### src/rtl/class_fifo_bank_pkg.sv
// Shared definitions for the per-traffic-class FIFO bank and the class arbiter
// that feeds it. Class k is carried on one-hot bit k of push/pop vectors.
package class_fifo_bank_pkg;

   localparam int NUM_CLASSES = 4;

   // Class encoding shared with the arbiter.
   typedef enum logic [1:0] {
      CLASS_0 = 2'd0,
      CLASS_1 = 2'd1,
      CLASS_2 = 2'd2,
      CLASS_3 = 2'd3
   } class_e;

   localparam logic [NUM_CLASSES-1:0] CLASS_0_OH = 4'b0001;
   localparam logic [NUM_CLASSES-1:0] CLASS_1_OH = 4'b0010;
   localparam logic [NUM_CLASSES-1:0] CLASS_2_OH = 4'b0100;
   localparam logic [NUM_CLASSES-1:0] CLASS_3_OH = 4'b1000;

   // Map a class index onto its one-hot push/pop bit.
   function automatic logic [NUM_CLASSES-1:0] class_to_onehot(input class_e c);
      return NUM_CLASSES'(1) << c;
   endfunction

endpackage

### src/rtl/class_fifo.sv
// Single synchronous FIFO for one traffic class: write/read pointers, an
// occupancy count from which every flag is decoded, sticky error flags and a
// registered read port with one cycle of latency. No fall-through path.
module class_fifo
   import class_fifo_bank_pkg::*;
#(
   parameter int DATA_W    = 10,
   parameter int DEPTH     = 8,
   parameter int AF_THRESH = 6,
   parameter int AE_THRESH = 1
) (
   input  logic              clk,
   input  logic              reset,
   input  logic [DATA_W-1:0] data_in,
   input  logic              push,
   input  logic              pop,
   output logic [DATA_W-1:0] data_out,
   output logic              valid_out,
   output logic              empty,
   output logic              full,
   output logic              almost_full,
   output logic              almost_empty,
   output logic              overflow_err,
   output logic              underflow_err
);

   localparam int PTR_W = $clog2(DEPTH);
   localparam int CNT_W = PTR_W + 1;

   logic [DATA_W-1:0] mem_q [DEPTH];
   logic [DATA_W-1:0] mem_d [DEPTH];
   logic [PTR_W-1:0]  wptr_q, wptr_d;
   logic [PTR_W-1:0]  rptr_q, rptr_d;
   logic [CNT_W-1:0]  count_q, count_d;
   logic [DATA_W-1:0] data_out_q, data_out_d;
   logic              valid_q, valid_d;
   logic              ovf_q, ovf_d;
   logic              unf_q, unf_d;
   logic              push_ok, pop_ok;

   // Flags come only from the registered count, never from pointer compares.
   assign empty        = (count_q == '0);
   assign full         = (count_q == CNT_W'(DEPTH));
   assign almost_full  = (count_q >= CNT_W'(AF_THRESH));
   assign almost_empty = (count_q <= CNT_W'(AE_THRESH));

   // A full FIFO still takes a push when a pop frees the slot in the same cycle.
   assign push_ok = push && (!full || pop);
   assign pop_ok  = pop && !empty;

   // Next-state for pointers, count, read port and sticky errors.
   always_comb begin
      // NOTE: every _d gets a default from its _q first, so no path leaves a latch.
      wptr_d     = wptr_q;
      rptr_d     = rptr_q;
      count_d    = count_q;
      data_out_d = data_out_q;
      valid_d    = pop_ok;
      ovf_d      = ovf_q | (push & ~push_ok);
      unf_d      = unf_q | (pop & ~pop_ok);
      if (push_ok) wptr_d = wptr_q + 1'b1;
      if (pop_ok) begin
         rptr_d     = rptr_q + 1'b1;
         data_out_d = mem_q[rptr_q];
      end
      case ({push_ok, pop_ok})
         2'b10:   count_d = count_q + 1'b1;
         2'b01:   count_d = count_q - 1'b1;
         default: count_d = count_q;
      endcase
   end

   // Storage write: the read above sees the old entry, so full push+pop is safe.
   always_comb begin
      mem_d = mem_q;
      if (push_ok) mem_d[wptr_q] = data_in;
   end

   // Control state with synchronous reset taking priority over traffic.
   always_ff @(posedge clk) begin
      // NOTE: sequential state uses non-blocking assignments so all flops update together.
      if (reset) begin
         wptr_q     <= '0;
         rptr_q     <= '0;
         count_q    <= '0;
         data_out_q <= '0;
         valid_q    <= 1'b0;
         ovf_q      <= 1'b0;
         unf_q      <= 1'b0;
      end else begin
         wptr_q     <= wptr_d;
         rptr_q     <= rptr_d;
         count_q    <= count_d;
         data_out_q <= data_out_d;
         valid_q    <= valid_d;
         ovf_q      <= ovf_d;
         unf_q      <= unf_d;
      end
   end

   // Storage array update.
   always_ff @(posedge clk) begin
      // NOTE: the array is not reset; a zero count makes stale entries unreachable.
      mem_q <= mem_d;
   end

   assign data_out      = data_out_q;
   assign valid_out     = valid_q;
   assign overflow_err  = ovf_q;
   assign underflow_err = unf_q;

endmodule

### src/rtl/class_fifo_bank.sv
// Bank of independent per-class FIFOs downstream of the class arbiter. The
// shared data_in word is captured by every FIFO whose push bit is set; each
// class is drained on its own pop bit and reports its own flags.
module class_fifo_bank
   import class_fifo_bank_pkg::*;
#(
   parameter int DATA_W    = 10,
   parameter int DEPTH     = 8,
   parameter int AF_THRESH = 6,
   parameter int AE_THRESH = 1
) (
   input  logic                          clk,
   input  logic                          reset,
   input  logic [DATA_W-1:0]             data_in,
   input  logic [NUM_CLASSES-1:0]        push,
   input  logic [NUM_CLASSES-1:0]        pop,
   output logic [NUM_CLASSES*DATA_W-1:0] data_out,
   output logic [NUM_CLASSES-1:0]        valid_out,
   output logic [NUM_CLASSES-1:0]        empty,
   output logic [NUM_CLASSES-1:0]        full,
   output logic [NUM_CLASSES-1:0]        almost_full,
   output logic [NUM_CLASSES-1:0]        almost_empty,
   output logic [NUM_CLASSES-1:0]        overflow_err,
   output logic [NUM_CLASSES-1:0]        underflow_err
);

   for (genvar k = 0; k < NUM_CLASSES; k++) begin : g_class
      class_fifo #(
         .DATA_W    (DATA_W),
         .DEPTH     (DEPTH),
         .AF_THRESH (AF_THRESH),
         .AE_THRESH (AE_THRESH)
      ) u_fifo (
         .clk           (clk),
         .reset         (reset),
         .data_in       (data_in),
         .push          (push[k]),
         .pop           (pop[k]),
         .data_out      (data_out[k*DATA_W +: DATA_W]),
         .valid_out     (valid_out[k]),
         .empty         (empty[k]),
         .full          (full[k]),
         .almost_full   (almost_full[k]),
         .almost_empty  (almost_empty[k]),
         .overflow_err  (overflow_err[k]),
         .underflow_err (underflow_err[k])
      );
   end

endmodule

### config.mk
export PLATFORM = sky130hd
export DESIGN_NAME = class_fifo_bank
export DESIGN_NICKNAME = d
export VERILOG_FILES = /design/src/rtl/class_fifo_bank_pkg.sv /design/src/rtl/class_fifo.sv /design/src/rtl/class_fifo_bank.sv
export SDC_FILE = /design/constraint.sdc
export NUM_CORES = 1
export LEC_CHECK = 0
export CORE_ASPECT_RATIO = 1.2
export CORE_MARGIN = 5
export CORE_UTILIZATION = 25
export CTS_BUF_LIST = sky130_fd_sc_hd__clkbuf_16
export DETAILED_ROUTE_END_ITERATION = 6
export HOLD_SLACK_MARGIN = 0.08
export PLACE_DENSITY = 0.42
export SLEW_MARGIN = 40
export SYNTH_ARGS = -nofsm -noshare
export SYNTH_HDL_FRONTEND = slang
export SYNTH_SLANG_ARGS = --single-unit
### constraint.sdc
create_clock -name clk -period 5.2 [get_ports clk]
set_input_delay 1.3 -clock clk [delete_from_list [all_inputs] [get_ports clk]]
set_output_delay 1.3 -clock clk [all_outputs]
set_load 0.005 [all_outputs]
# ---- Yosys cells after proc, flatten, opt, wreduce, memory -nomap -nowiden
# Cells that the tools add are included.
dict set report totals {
  ff_bits 412
  out_inout_bits 68
}
dict set report classes {
  addsub 16
  magnitude_cmp 20
  n_eq_ne 12
  mux 28
  bitwise_logic 32
  reduce_logical 32
}
# op count
set op_table {}
lappend op_table {{bitwise mux 80 bit} 4}
lappend op_table {{binary-select mux 10 bit (select 3 bit)} 4}
lappend op_table {{demux 10 bit (select 3 bit)} 4}
lappend op_table {{two-way mux 10 bit} 12}
lappend op_table {{greater-or-equal comparator 4 bit (second input constant)} 8}
lappend op_table {{inverter 3 -> 4 bit} 8}
lappend op_table {{case mux 4 bit (2 select lines)} 4}
lappend op_table {{adder 3 x 1 -> 3 bit (second input constant)} 8}
lappend op_table {{adder 4 x 1 -> 4 bit (second input constant)} 4}
lappend op_table {{== test 4 bit (second input constant)} 4}
lappend op_table {{greater-or-equal comparator 4 x 3 -> 1 bit (second input constant)} 4}
lappend op_table {{less-or-equal comparator 4 x 1 -> 1 bit (second input constant)} 4}
lappend op_table {{zero test 4 bit} 4}
lappend op_table {{< comparator 4 x 1 -> 1 bit (second input constant)} 4}
lappend op_table {{subtractor 4 x 1 -> 4 bit (second input constant)} 4}
lappend op_table {{logical AND 1 bit} 12}
lappend op_table {{AND 1 bit} 8}
lappend op_table {{== test 2 x 1 -> 1 bit (second input constant)} 4}
lappend op_table {{== test 2 bit (second input constant)} 4}
lappend op_table {{zero test 1 bit} 8}
lappend op_table {{inverter 1 bit} 8}
lappend op_table {{OR 1 bit} 8}
lappend op_table {{nonzero test 2 bit} 4}
lappend op_table {{logical OR 1 bit} 4}

# ---- Depth between registers and ports, before layout
# Gate-level depths: netlist of the first run.
dict set report depth {
  depth_word 7
  mapped_depth 10
}

# ---- Cells and area by module
# Synthesis of the first run repeated with hierarchy kept, for this count alone.
dict set report unflattened {
  cells_unflattened 1016
  area_unflattened_um2 16240.6
}
# mod n_inst cells_per_inst area_per_inst_um2
set modules_own_cells {}
lappend modules_own_cells {class_fifo 4 254 4060.1}

# ---- Worst setup path before layout of the first run
# Ideal clock, no wire load.
dict set report synth_timing {
  path_type {input to register}
  startpoint {input pop[0]}
  endpoint {register g_class[0].u_fifo.mem_q[70] in the netlist's numbering, enable pin}
  t_arrival_ns 2.543
  setup_slack_ns 2.254
  path_stages 3
  n_path_buf 1
  path_cell_list {buf_6 > o21ai_2 > nor4_1}
}
dict set report synth_between {
  elab_chain_cells 2
}
# item line_no
set synth_rtl {}
lappend synth_rtl {{from (decl)} class_fifo_bank.sv:16} ;# input logic [NUM_CLASSES-1:0] pop,
lappend synth_rtl {{logical OR 1 bit} class_fifo.sv:48} ;# assign push_ok = push && (!full || pop);
lappend synth_rtl {{logical AND 1 bit} class_fifo.sv:48}
lappend synth_rtl {{to (signal assigned)} class_fifo.sv:104} ;# mem_q <= mem_d;
lappend synth_rtl {{to (decl)} class_fifo.sv:30} ;# logic [DATA_W-1:0] mem_q [DEPTH];
# Every way passes these cells.
# A chain may end at the register's enable or synchronous reset.

# ---- Final worst setup path of the first run
dict set report layout_timing {
  startpoint {register g_class[3].u_fifo.count_q[1]}
  endpoint {output empty[3]}
}
dict set report layout_between {
  elab_chain_cells 1
}
# item line_no
set layout_rtl {}
lappend layout_rtl {{from (decl)} class_fifo.sv:34} ;# logic [CNT_W-1:0] count_q, count_d;
lappend layout_rtl {{from (signal assigned)} class_fifo.sv:93} ;# count_q <= count_d;
lappend layout_rtl {{zero test 4 bit} class_fifo.sv:42} ;# assign empty = (count_q == '0);
lappend layout_rtl {{to (decl)} class_fifo_bank.sv:19} ;# output logic [NUM_CLASSES-1:0] empty,
# Every way passes these cells.

==> impl_results.md, run 1 <==
- Outcome: complete, no violations
- Synth Cell Area: around 16000 um2
- Setup violators final: 0
- Adder-cell share of the synthesized area: 0.0213
- Die area: 71100 um2
- Clock Power Share: 0.349
- Syn_area_per_cell: 15.6 um2
- H-tree lvl count: 2
- Crit share post-route: 0.699
- Max Buffers Root-to-Sink: 3
- # fillers: 6467
- Crit path arrival time: 2340 ps
- Type of the tightest min-delay check: flip-flop to flip-flop
- Top_reg_cell synth: edfxtp_1
- Simple-Gate Fraction of Synth Area: 0.0550
- Gpl congestion: 0.702
- Post_cts resized: 0
- Xor/xnor cell area share of the yosys netlist: 0.0144
- Vias in the first global route: between 9000 and 10000
- Leakage: 6.54 nW
- Largest net degree at the start of global routing: 43
- Placed cell count: 1944
- Max-cap violations: 0
- Mux contribution to synthesized area: 0.102
- Worst-margin pin slew: 840 ps
- Int Power: 6.92 mW
- Die Height: 291 um
- Power density over cell area: around 490 nW/um2
- Fin Hold WS: ~470 ps
- Synth Instances: 1058
- Commonest cells after routing, fill and taps aside: edfxtp_1, mux2i_1, dfxtp_1, clkdlybuf4s50_1, a22oi_1
- Initial Util: 0.251
- Comb power frac: 0.223
- Synth unique cells: 39
- Layout Cells excl Fill: 2029
- CTS tree: done
- Final core utilization: 0.302
- Crit. End Element: output port
- Sw Pwr: 2.69 mW
- Peak VDD IR: 0.219 mV
- DR WL/cell: 20.0 um
- CTS Sinks: slightly above 400
- First-pass GRT wire length: 60.9 mm
- Layout cell share with drive strength beyond 1: 0.135
- Vias after detailed routing: 8902
- DRC errors left: 0
- Slew Limit Headroom: 0.438
- Worst Path Max Fanout: 6
- Yosys Warn Count: 0
- Worst-Skew Late Latency: 570 ps
- Critical Setup Path Class: flip-flop to output port
- Post-CTS setup buffer count: 0
- WP data required: ~4000 ps
- Num rows: 103
- Total congestion overflow: 0
- IO Count: 88
- Maximum clock rate: 275 MHz
- Asr flop ratio synth: 0
- Synthesis-to-layout area growth: 20.2%
- DRT Pass-1 Iters: 4
- Via density: 4.39
- Setup crit start kind: flip-flop
- Commonest non-fill, non-tap cell in the layout: edfxtp_1
- Core ar.: between 60000 and 70000 um2
- Clock skew: approximately 15 ps
- Hold Violations, Final: 0
- Setup TNS: 0 ps
- Combinational family with the most area after synthesis: multiplexers
- Cts hold-fix bufs: 0
- DR iter-0 viols: 446
- ANT nets after route: 0
- Post-Syn Nets: 1106
- Final Max Slew Viols: 0
- Antenna violations before repair: 0
- DPL Wire Length: approximately 25 mm
- All-Layer GR Usage: 0.113
- Sequential cell area fraction in the yosys report: 0.695
- Nets: 1200
- Die W: 244 um
- CTS buffer count: 46
- Port bufs: a little under 90
- Area fraction in compound gates after synthesis: 0.0779
- Sequential Power Share: 0.428
- DRT Wirelength: 40.5 mm
- CTS clk-pin slew, worst paths: around 60 ps
- Tmin final: between 3000 and 4000 ps
- Yosys reg bits: 412
- Antenna cell count: 0
- Switching share of total power: 0.280
- RSZ-0062 raised after global routing: no
- EDFF count, synth: 320
- Clk root buf: clkbuf_16
[registers in the layout, indices dropped and copies added (netlist names)]
signal                        flops
g_class.u_fifo.underflow_err      4
g_class.u_fifo.rptr_q            12
g_class.u_fifo.valid_out          4
g_class.u_fifo.wptr_q            12
g_class.u_fifo.overflow_err       4
g_class.u_fifo.count_q           16
g_class.u_fifo.data_out          40
g_class.u_fifo.mem_q            320
[per-stage QoR]
step	setup WS (ps)	area, um2	total power, mW
after floorplan	2250	16500	5.61
after global placement	1570	18200	6.39
after detailed placement	1560	18200	6.39
after CTS	1510	19800	9.81
after global routing	1430	19800	10.1
final	1560	19800	9.61
[power groups by stage]
stage / sequential, mW / clock (mW) / combinational, mW
after floorplan: 4.02 / 0 / 1.59
after global placement: 4.19 / 0 / 2.20
after CTS: 4.13 / 3.48 / 2.21
after global routing: 4.16 / 3.60 / 2.35
final: 4.12 / 3.35 / 2.14
after detailed placement: 4.19 / 0 / 2.20
[kinds of logic after synthesis]
family                     count (synthesis)
DFF                                      412
and+or+nand+nor                          165
buffers and inverters                     93
xor gates and xnor gates                  27
muxes                                    168
adders and majority gates                 28
AOI/OAI and AO/OA                        165
[worst paths after layout]
path | from | endpoint | slack, ps | cells past startpoint
max | g_class[3].u_fifo.count_q[1] | empty[3] | 1560 | 5
min reg2reg | g_class[0].u_fifo.data_out[1] | g_class[0].u_fifo.data_out[1] | 470 | 1
min | g_class[0].u_fifo.data_out[1] | g_class[0].u_fifo.data_out[1] | 470 | 1
max reg2reg | g_class[3].u_fifo.count_q[1] | g_class[3].u_fifo.count_q[3] | 2580 | 9
[critical path, stage by stage (launching register included)]
cell and delay, ps:
dfxtp_1 370, inv_1 120, ha_1 230, or3b_4 430
inv_1 110, clkdlybuf4s50_1 510
[metal layers]
layer	global-route usage	up-vias	share of wire
met4	0.0399	0	0.028
met1	0.139	4445	0.43
met3	0.0202	63	0.033
met5	0	-	0
met2	0.197	140	0.51
li1	-	4254	-
[cells in the mapped netlist, types with 13 or more instances]
| library cell | number | share of area |
|---|---|---|
| a22oi_1 | 80 | 0.036 |
| mux2i_1 | 168 | 0.10 |
| inv_1 | 16 | 0.0036 |
| xor2_1 | 19 | 0.010 |
| buf_4 | 38 | 0.017 |
| nand2_1 | 13 | 0.0030 |
| edfxtp_1 | 320 | 0.58 |
| a21oi_1 | 18 | 0.0055 |
| nor3_1 | 18 | 0.0055 |
| ha_1 | 28 | 0.021 |
| dfxtp_1 | 92 | 0.11 |
| nor2_1 | 66 | 0.015 |
| a32o_1 | 40 | 0.024 |
[final cells by class]
type | count | area (um2) | share of cell area
clock buffer | 49 | 1230 | 0.0620
clock inverter | 36 | 353 | 0.0178
inverter | 20 | 75.1 | 0.00379
multi-input combinational | 553 | 4530 | 0.229
sequential | 412 | 11500 | 0.579
tap | 840 | 1050 | 0.0531
timing repair buffer | 119 | 1100 | 0.0555
Power figures use the tool's default switching activity.
==> inputs of run 2 (changes only) <==
Settings changed: PLACE_DENSITY 0.42 to 0.43.
Clock period 5.2 ns to 3.16 ns, I/O delays scaled along.
==> run 2 against run 1 <==
Clock-buffer cell count is 2 lower. Final cell count is 1.0% higher. Clock skew is 1.2 ps lower. Clock power is 52% higher. First-iteration DRC count is 9.2% higher. Critical path depth stayed put. Worst hold slack worse by 7.1 ps. Setup slack worse by 1500 ps. Register-to-register slack worse by 1800 ps.
==> impl_results.md, run 2 (synthesized netlist as in run 1, its figures left out) <==
- CTS buffer count: 45 (-2.2%)
- Num rows: 103 (unchanged)
- Crit path arrival time: 2260 ps (-80 ps)
- Gpl congestion: 0.700 (-0.30%)
- Synthesis-to-layout area growth: 20.5%
- # fillers: 6478 (+0.17%)
- Sequential Power Share: 0.441 (+0.013)
- Total congestion overflow: 0 (unchanged)
- Final Max Slew Viols: 0 (unchanged)
- IO Count: 88 (unchanged)
- Core ar.: 65600 um2 (unchanged)
- RSZ-0062 raised after global routing: no
- Type of the tightest min-delay check: flip-flop to flip-flop
- Maximum clock rate: 328 MHz
- Min-Delay Path Depth: 1 (unchanged)
- Post_cts resized: 1 (+1)
- Die W: 244 um (unchanged)
- Nets: 1221 (+1.8%)
- Via density: 4.41 (+0.42%)
- Worst-margin pin slew: 858 ps (+17.9 ps)
- Largest net degree at the start of global routing: 43 (unchanged)
- Max FFs per register: 320 (unchanged)
- Commonest cells after routing, fill and taps aside: edfxtp_1, mux2i_1, dfxtp_1, clkdlybuf4s50_1, a22oi_1
- Peak VDD IR: 0.344 mV (+57%)
- Vias in the first global route: 9465 (+0.41%)
- Layout cell share with drive strength beyond 1: 0.137 (+0.00262)
- H-tree lvl count: 2 (unchanged)
- Port bufs: 87 (unchanged)
- Antenna violations before repair: 1 (+1)
- Setup TNS: 0 ps (unchanged)
- Post-CTS setup buffer count: 0 (unchanged)
- Clock Power Share: 0.330 (-0.019)
- Fin Hold WS: 465 ps (-7.09 ps)
- DPL Wire Length: 24.2 mm (-4.0%)
- CTS tree: done
- Clk root buf: clkbuf_16
- Max Buffers Root-to-Sink: 3 (unchanged)
- DRC errors left: 0 (unchanged)
- ANT nets after route: 0 (unchanged)
- Placed cell count: 1966 (+1.1%)
- CP Cell Sequence: inv_1, ha_2, or3b_4, inv_1, clkdlybuf4s50_1
- Critical path buffers and inverters: 3 (unchanged)
- Worst path max stage delay: 500 ps (about the same)
- Antenna cell count: 0 (unchanged)
- DR WL/cell: 18.9 um (-5.2%)
- Layout Cells excl Fill: 2050 (+1.0%)
- CTS Sinks: 412 (unchanged)
- First-pass GRT wire length: 59.8 mm (-1.8%)
- Instance count on the critical path: 5 (unchanged)
- Initial Util: 0.251 (unchanged)
- Comb power frac: 0.229 (+0.006)
- Hold Violations, Final: 0 (unchanged)
- Crit path top cell by count: inv_1
- Die area: 71100 um2 (unchanged)
- Largest register by flop count: g_class.u_fifo.mem_q
- Commonest non-fill, non-tap cell in the layout: edfxtp_1
- Crit. End Element: output port
- All-Layer GR Usage: 0.109 (-0.00401)
- Crit share post-route: 0.966
- Delay-heaviest family, CP: buffers and inverters
- DRT Pass-1 Iters: 4 (unchanged)
- Sw Pwr: 4.34 mW (+62%)
- Worst reg2reg path depth: 10 (+1)
- WP data required: 2370 ps (-1530 ps)
- Cts hold-fix bufs: 0 (unchanged)
- Tmin final: 3050 ps
- DR iter-0 viols: 487 (+9.2%)
- Max-cap violations: 0 (unchanged)
- DRT Wirelength: 38.8 mm (-4.3%)
- Worst Path Max Fanout: 6 (unchanged)
- CTS clk-pin slew, worst paths: 60 ps (about the same)
- CP max stage cell: clkdlybuf4s50_1
- Switching share of total power: 0.281 (+0.00141)
- Setup crit start kind: flip-flop
- Power density over cell area: 778 nW/um2 (+60%)
- DP Area: 18400 um2 (+1.1%)
- Setup violators final: 0 (unchanged)
- Leakage: 6.61 nW (+1.1%)
- Int Power: 11.1 mW (+60%)
- Critical Setup Path Class: flip-flop to output port
- Design area: 19800 um2 (+0.30%)
- Outcome: complete, no violations
- Worst-Skew Late Latency: 570 ps (about the same)
- Clock skew: 13.8 ps (-1.20 ps)
- Vias after detailed routing: 9032 (+1.5%)
- Slew Limit Headroom: 0.426 (-0.0120)
- Die Height: 291 um (unchanged)
-- run 2: cell types whose count changed in the layout (fill, tap and decap cells not counted), moves of 4 or more --
cell / before / now
buf_4: 33 / 51
nor2_1: 50 / 64
nor2_2: 20 / 6
clkinv_1: 4 / 10
ha_1: 28 / 24
nor2b_1: 8 / 4
nor2b_2: 4 / 8
-- run 2: per-stage QoR --
| stage | power (mW) | utilization | setup WS, ps |
|---|---|---|---|
| after floorplan | 9.23 | - | 724 |
| after global placement | 10.5 | 0.280 | 268 |
| after detailed placement | 10.5 | 0.280 | 270 |
| after CTS | 15.7 | 0.302 | 3.94 |
| after global routing | 16.3 | 0.303 | 4.58 |
| final | 15.4 | 0.303 | 108 |
-- run 2: layout make-up --
cell class | count | area (um2) | area share
Sequential cell | 412 | 11500 | 0.577
Multi-Input combinational cell | 553 | 4520 | 0.228
Timing Repair Buffer | 141 | 1310 | 0.0659
Clock buffer | 47 | 1180 | 0.0593
Tap cell | 840 | 1050 | 0.0530
Clock inverter | 37 | 256 | 0.0129
Inverter | 20 | 75.1 | 0.00378
-- run 2: path summary, 6_finish.rpt --
kind                                   endpoint  slack (ps)                     startpoint
setup / recovery                       empty[2]         110   g_class[2].u_fifo.count_q[0]
hold / removal    g_class[2].u_fifo.data_out[1]         470  g_class[2].u_fifo.data_out[1]
setup reg to reg   g_class[1].u_fifo.count_q[3]         760   g_class[1].u_fifo.count_q[0]
hold reg to reg   g_class[2].u_fifo.data_out[1]         470  g_class[2].u_fifo.data_out[1]
-- run 2: metal layers --
layer	part of all wire	track usage
met1	0.43	0.136
met2	0.51	0.191
met3	0.037	0.0183
met4	0.025	0.0359
met5	0	0
-- run 2: power by group through the flow --
stage | registers (mW) | logic, mW | clock network, mW
after CTS | 6.82 | 3.61 | 5.31
after floorplan | 6.62 | 2.61 | 0
after global routing | 6.88 | 3.90 | 5.51
after global placement | 6.93 | 3.58 | 0
after detailed placement | 6.94 | 3.59 | 0
final | 6.80 | 3.53 | 5.10
==> RTL change 1 (settings of run 2) <==
Reset style: asynchronous (`reset`), changed in one clocked block. Comments in the files are not updated.
--- a/src/rtl/class_fifo.sv
+++ b/src/rtl/class_fifo.sv
@@ -78,5 +78,5 @@
 
    // Control state with synchronous reset taking priority over traffic.
-   always_ff @(posedge clk) begin
+   always_ff @(posedge clk or posedge reset) begin
       // NOTE: sequential state uses non-blocking assignments so all flops update together.
       if (reset) begin
Check against the original RTL: differs if reset is asserted again (counterexample within 4 cycles, from zero or initial values and one cycle with reset high); with reset held inactive, the same outputs for 4 cycles.
==> RTL change 1 against run 2 <==
Routed wire length rose by 4.6%. Cell area increased by 3.0%. Sequential cell count is the same. Worst hold slack worse by 7.2 ps. Power rose by 23%. Highest routed layer unchanged. Clock power grew 3%. Worst setup slack improved by 69 ps. Largest cell class unchanged. Global-route usage grew 0.18 points. Synthesized area grew 2.4%. Clock skew is 3.9 ps lower.
==> RTL change 1: results (changes against run 2) <==
- Outcome: finished, final reports clean (unchanged)
- Cells on worst reg2reg path: 8 (was 10)
- TritonCTS Buffers: 47 (was 45)
- Clock tree buffer depth: 3 (unchanged)
- Met3 Use GR: 2.53% (was 1.83%)
- Unique cell type count in the Yosys netlist: 40 (was 39)
- Vias in the first global route: 9,605 (was 9,465)
- Leakage: 7.28 nW (was 6.61 nW)
- Antenna Diode Count: 0 (unchanged)
- Non-Filler Instances: 2,100 (was 2,050)
- Worst Hold Path Cells: 1 (unchanged)
- Post-synth ARST share: 22.3% (was 0%)
- Share of layout cells above drive strength 1: 19.7% (was 13.7%)
- Largest net degree at the start of global routing: 36 (was 43)
- Synth cell count leaders: edfxtp_1 (320), dfrtp_1 (92), mux2i_1 (84) (was edfxtp_1 (320), mux2i_1 (168), dfxtp_1 (92))
- Grt met1 use: 13.4% (was 13.6%)
- Largest cells by area after synthesis: edfxtp_1 (57%), dfrtp_1 (14%), mux2_2 (5.5%) (was edfxtp_1 (58%), dfxtp_1 (11%), mux2i_1 (10%))
- Gpl congestion: 0.746 (was 0.700)
- Total vias in the final route: 9,019 (was 9,032)
- Max-slew headroom: 48.7% (was 42.6%)
- Seq/Total Area, Yosys: 70.6% (was 69.5%)
- WL/cell: 19.3 um (was 18.9 um)
- Port bufs: 87 (unchanged)
- Total GRT Usage: 11.0% (was 10.9%)
- End of the worst register-to-register path: g_class[1].u_fifo.count_q[3] (unchanged)
- WHS Endpoint: g_class[2].u_fifo.underflow_err (was g_class[2].u_fifo.data_out[1])
- First-pass GRT wire length: 60,900 um (was 59,800 um)
- Fin nets: 1,209 (was 1,221)
- CP max FO: 6 (unchanged)
- Fillers: 6,616 (was 6,478)
- Reg with most FFs: g_class.u_fifo.mem_q (unchanged)
- HPWL after detailed placement: 24,800 um (was 24,200 um)
- Syn Nets: 1,083 (was 1,106)
- Max stage delay on crit path: 540 ps (was 500 ps)
- Post-Synthesis Cells: 1,035 (was 1,058)
- Worst vdd ir: 0.444 mV (was 0.344 mV)
- Inst Count DP: 2,013 (was 1,966)
- Yosys warning total: 0 (unchanged)
- Worst EP arrival: 2190 ps (was 2260 ps)
- Post-DP Area: 18,900 um^2 (was 18,400 um^2)
- Hold slack: 458 ps (was 465 ps)
- R2R Path Start: g_class[1].u_fifo.count_q[0] (unchanged)
- Clock latency on the worst-skew pair: 560 ps
- Skew final: 9.82 ps (was 13.8 ps)
- TritonRoute pass-1 iters: 4 (unchanged)
- Met2 Resource Use GR: 19.5% (was 19.1%)
- HP Start: g_class[2].u_fifo.underflow_err (was g_class[2].u_fifo.data_out[1])
- Reg2Reg Setup Slack: 620 ps (was 760 ps)
- DRT iter0 DRCs: 459 (was 487)
RTL change 1: cell count changes in the layout (fill, tap and decap cells not counted), moves of 80 or more:
cell     before  now
a22oi_1      80    0
dfrtp_1       0   88
dfxtp_1      87    0
mux2_2        0   83
mux2i_1     168   84
RTL change 1: worst max-delay path, delay by kind of cell (launching register included):
kind	cells	cell delay [ps]
buffers and inverters	3	780
flip-flops	1	440
adder cells (fa/ha/maj)	1	230
AND/OR/NAND/NOR	1	190
RTL change 1: where the power goes:
| part | internal, mW | switching, mW | total (mW) |
|---|---|---|---|
| clock network | 3.12 | 2.15 | 5.27 |
| registers | 7.09 | 1.06 | 8.15 |
| logic | 2.85 | 2.74 | 5.59 |
RTL change 1: through the flow:
step / setup WS, ps / power, mW / util [%]
3_5_place_dp: 235 / 14.0 / 28.2
2_1_floorplan: 547 / 11.7 / -
4_1_cts: 3.13 / 19.4 / 30.5
5_1_grt: 6.67 / 20.2 / 30.5
3_3_place_gp: 272 / 14.0 / 28.2
6_report: 177 / 19.0 / 30.5
RTL change 1: per-layer routing:
layer	vias up	wire length, um
met1	4593	17300
met2	126	20500
met4	0	1010
met3	61	1740
li1	4239	-
met5	-	0
RTL change 1: worst max-delay path by stage:
stage                            startpoint                           end  cells past startpoint
2_1_floorplan                        pop[3]   g_class[3].u_fifo.mem_q[70]                      3
4_1_cts        g_class[1].u_fifo.count_q[0]                      empty[1]                      4
3_5_place_dp                         pop[0]  g_class[0].u_fifo.count_q[3]                      7
6_report       g_class[1].u_fifo.count_q[0]                       full[1]                      5
5_1_grt        g_class[1].u_fifo.count_q[0]                       full[1]                      5
3_3_place_gp                         pop[0]  g_class[0].u_fifo.count_q[3]                      7
RTL change 1: area by class of cell:
cell class / instances / area, um^2 / share of cell area, %
clock buffer: 49 / 1230 / 6.00
clock inverter: 38 / 273 / 1.33
inverter: 19 / 75.1 / 0.367
multi-input combinational: 532 / 4450 / 21.8
sequential: 412 / 11900 / 58.3
tap: 901 / 1130 / 5.51
timing repair buffer: 149 / 1380 / 6.73
RTL change 1: logic make-up after synthesis:
group | synth area share [%]
AOI/OAI and AO/OA | 7.64
xor gates and xnor gates | 1.66
and+or+nand+nor | 3.89
buffers and inverters | 3.23
adders and majority gates | 2.08
DFF | 70.6
muxes | 10.9
RTL change 1: repair_timing:
item / 4_1_cts / 5_1_grt
pin swaps: 0 / 0
setup endpoints to repair: 2 / 1
gates resized for setup: 3 / 1
endpoints found under the hold margin: 0 / 0
==> RTL change 2 (settings of run 2) <==
Made on the original files. `DEPTH` is set to 8 in 2 places; all go to 16.
--- a/src/rtl/class_fifo.sv
+++ b/src/rtl/class_fifo.sv
@@ -6,5 +6,5 @@
 #(
    parameter int DATA_W    = 10,
-   parameter int DEPTH     = 8,
+   parameter int DEPTH     = 16,
    parameter int AF_THRESH = 6,
    parameter int AE_THRESH = 1
--- a/src/rtl/class_fifo_bank.sv
+++ b/src/rtl/class_fifo_bank.sv
@@ -6,5 +6,5 @@
 #(
    parameter int DATA_W    = 10,
-   parameter int DEPTH     = 8,
+   parameter int DEPTH     = 16,
    parameter int AF_THRESH = 6,
    parameter int AE_THRESH = 1
Function: no difference found for any inputs over 4 cycles, from zero or initial values and one cycle with reset high; that may be too few to reach the edited logic, so the function may still have changed.
==> RTL change 2 against run 2 <==
Final cell count grew 64%. Power grew 66%. Clock skew up 17 ps. Worst setup slack improved by 7.7 ps. Sequential power increased by 71%. Synthesized area increased by 82%. Routed wire length increased by 89%. Cell area increased by 80%. Sequential cell count up 332. Count of clock-buffer cells in the layout grew 37. Utilization decreased by 0.36 points. Combinational power up 41%. Critical path type unchanged.
==> RTL change 2: results (changes against run 2) <==
- Outcome: finished, final reports clean (unchanged)
- Met2 Resource Use GR: 20.3% (was 19.1%)
- Post-DP Area: 33,000 um^2 (was 18,400 um^2)
- HPWL after detailed placement: 46,200 um (was 24,200 um)
- DRT iter0 DRCs: 895 (was 487)
- Clk root buf: clkbuf_16 (unchanged)
- Syn avg cell area: 19.0 um^2 (was 15.6 um^2)
- Port bufs: 87 (unchanged)
- Grt met1 use: 14.6% (was 13.6%)
- Reg with most FFs: g_class.u_fifo.mem_q (unchanged)
- Fin nets: 1,817 (was 1,221)
- Non-Filler Instances: 3,370 (was 2,050)
- Vias in the first global route: 15,800 (was 9,465)
- Inst Count DP: 3,214 (was 1,966)
- Cells on worst reg2reg path: 11 (was 10)
- Antenna violations before repair: 2 (was 1)
- TritonRoute pass-1 iters: 5 (was 4)
- Largest net degree at the start of global routing: 65 (was 43)
- Setup Slack @ Placement: 193 ps (was 270 ps)
- Clk slew on worst S/H paths: 60 ps (about the same)
- TritonCTS Buffers: 83 (was 45)
- Clock latency on the worst-skew pair: 620 ps (was 570 ps)
- Post-cts gate resize count: 26 (was 1)
- Setup violators final: 0 (unchanged)
- Htree depth: 3 (was 2)
- Worst Hold Path Cells: 2 (was 1)
- Worst vdd ir: 0.381 mV (was 0.344 mV)
- Highest Signal Layer: met5 (was met4)
- CP max FO: 6 (unchanged)
- Met3 Routed Length: 2410 um (was 1440 um)
- Slowest CP cell: clkdlybuf4s50_1 (unchanged)
- Total vias in the final route: 14,800 (was 9,032)
- Share of layout cells above drive strength 1: 27.3% (was 13.7%)
- Seq/Total Area, Yosys: 71.1% (was 69.5%)
- HP Class: flop to flop (unchanged)
- CP top delay family: buffers and inverters (unchanged)
- Metal1 wirelength: 31,900 um (was 16,700 um)
- Syn Nets: 1,640 (was 1,106)
- Largest cells by area after synthesis: edfxtp_1 (64%), mux4_2 (12%), dfxtp_1 (6.9%) (was edfxtp_1 (58%), dfxtp_1 (11%), mux2i_1 (10%))
- First-pass GRT wire length: 109,000 um (was 59,800 um)
- Unique cell type count in the Yosys netlist: 36 (was 39)
- Postcts setup bufs: 5 (was 0)
- Number of synthesized flops with an enable pin: 640 (was 320)
- Max stage delay on crit path: 550 ps (was 500 ps)
- Max-slew headroom: 44.6% (was 42.6%)
- Gpl congestion: 0.721 (was 0.700)
- Leakage: 11.4 nW (was 6.61 nW)
- Total GRT Usage: 11.4% (was 10.9%)
- Yosys warning total: 0 (unchanged)
- Worst EP arrival: 2250 ps
- Synth cell count leaders: edfxtp_1 (640), mux4_2 (160), nor2_1 (108) (was edfxtp_1 (320), mux2i_1 (168), dfxtp_1 (92))
- Routed length on met2: 37,700 um (was 19,600 um)
- WL/cell: 21.7 um (was 18.9 um)
- Max FFs per register: 640 (was 320)
- Met3 Use GR: 1.85% (was 1.83%)
- Skew final: 30.4 ps (was 13.8 ps)
## RTL change 2: cell count changes after synthesis, moves of 36 or more
cell	run 2	this run
nor2_1	66	108
nand3b_1	4	40
edfxtp_1	320	640
mux2i_1	168	88
a32o_1	40	0
mux4_2	0	160
o221ai_2	0	40
a22oi_1	80	0
## RTL change 2: area by class of cell
| class | instances | area, um^2 |
|---|---|---|
| well taps | 1551 | 1940 |
| multi-input cells | 688 | 7840 |
| flip-flops and latches | 744 | 21300 |
| repair buffers | 204 | 1870 |
| fillers | 11700 | 83600 |
| clock buffers | 84 | 2100 |
| inverters | 32 | 129 |
| clock inverters | 67 | 462 |
## RTL change 2: cells by family after synthesis
| group | Yosys count | synth area share, % |
|---|---|---|
| DFF | 744 | 71.1 |
| xor gates and xnor gates | 36 | 1.05 |
| adders and majority gates | 44 | 1.84 |
| AOI/OAI and AO/OA | 100 | 3.14 |
| buffers and inverters | 144 | 2.87 |
| muxes | 248 | 15.0 |
| and+or+nand+nor | 260 | 5.03 |
## RTL change 2: report_power, final
| group | leakage (nW) | internal (mW) | switching [mW] | total, mW |
|---|---|---|---|---|
| clock network | 1.34 | 5.30 | 3.82 | 9.12 |
| logic | 3.39 | 2.38 | 2.58 | 4.96 |
| registers | 6.64 | 11.1 | 0.486 | 11.6 |
| total | 11.4 | 18.8 | 6.89 | 25.7 |
## RTL change 2: worst paths after layout
kind | start | endpoint | slack, ps
max | g_class[2].u_fifo.count_q[1] | full[2] | 120
max reg2reg | g_class[0].u_fifo.count_q[0] | g_class[0].u_fifo.count_q[3] | 700
min reg2reg | g_class[1].u_fifo.overflow_err | g_class[1].u_fifo.overflow_err | 480
min | g_class[1].u_fifo.overflow_err | g_class[1].u_fifo.overflow_err | 480
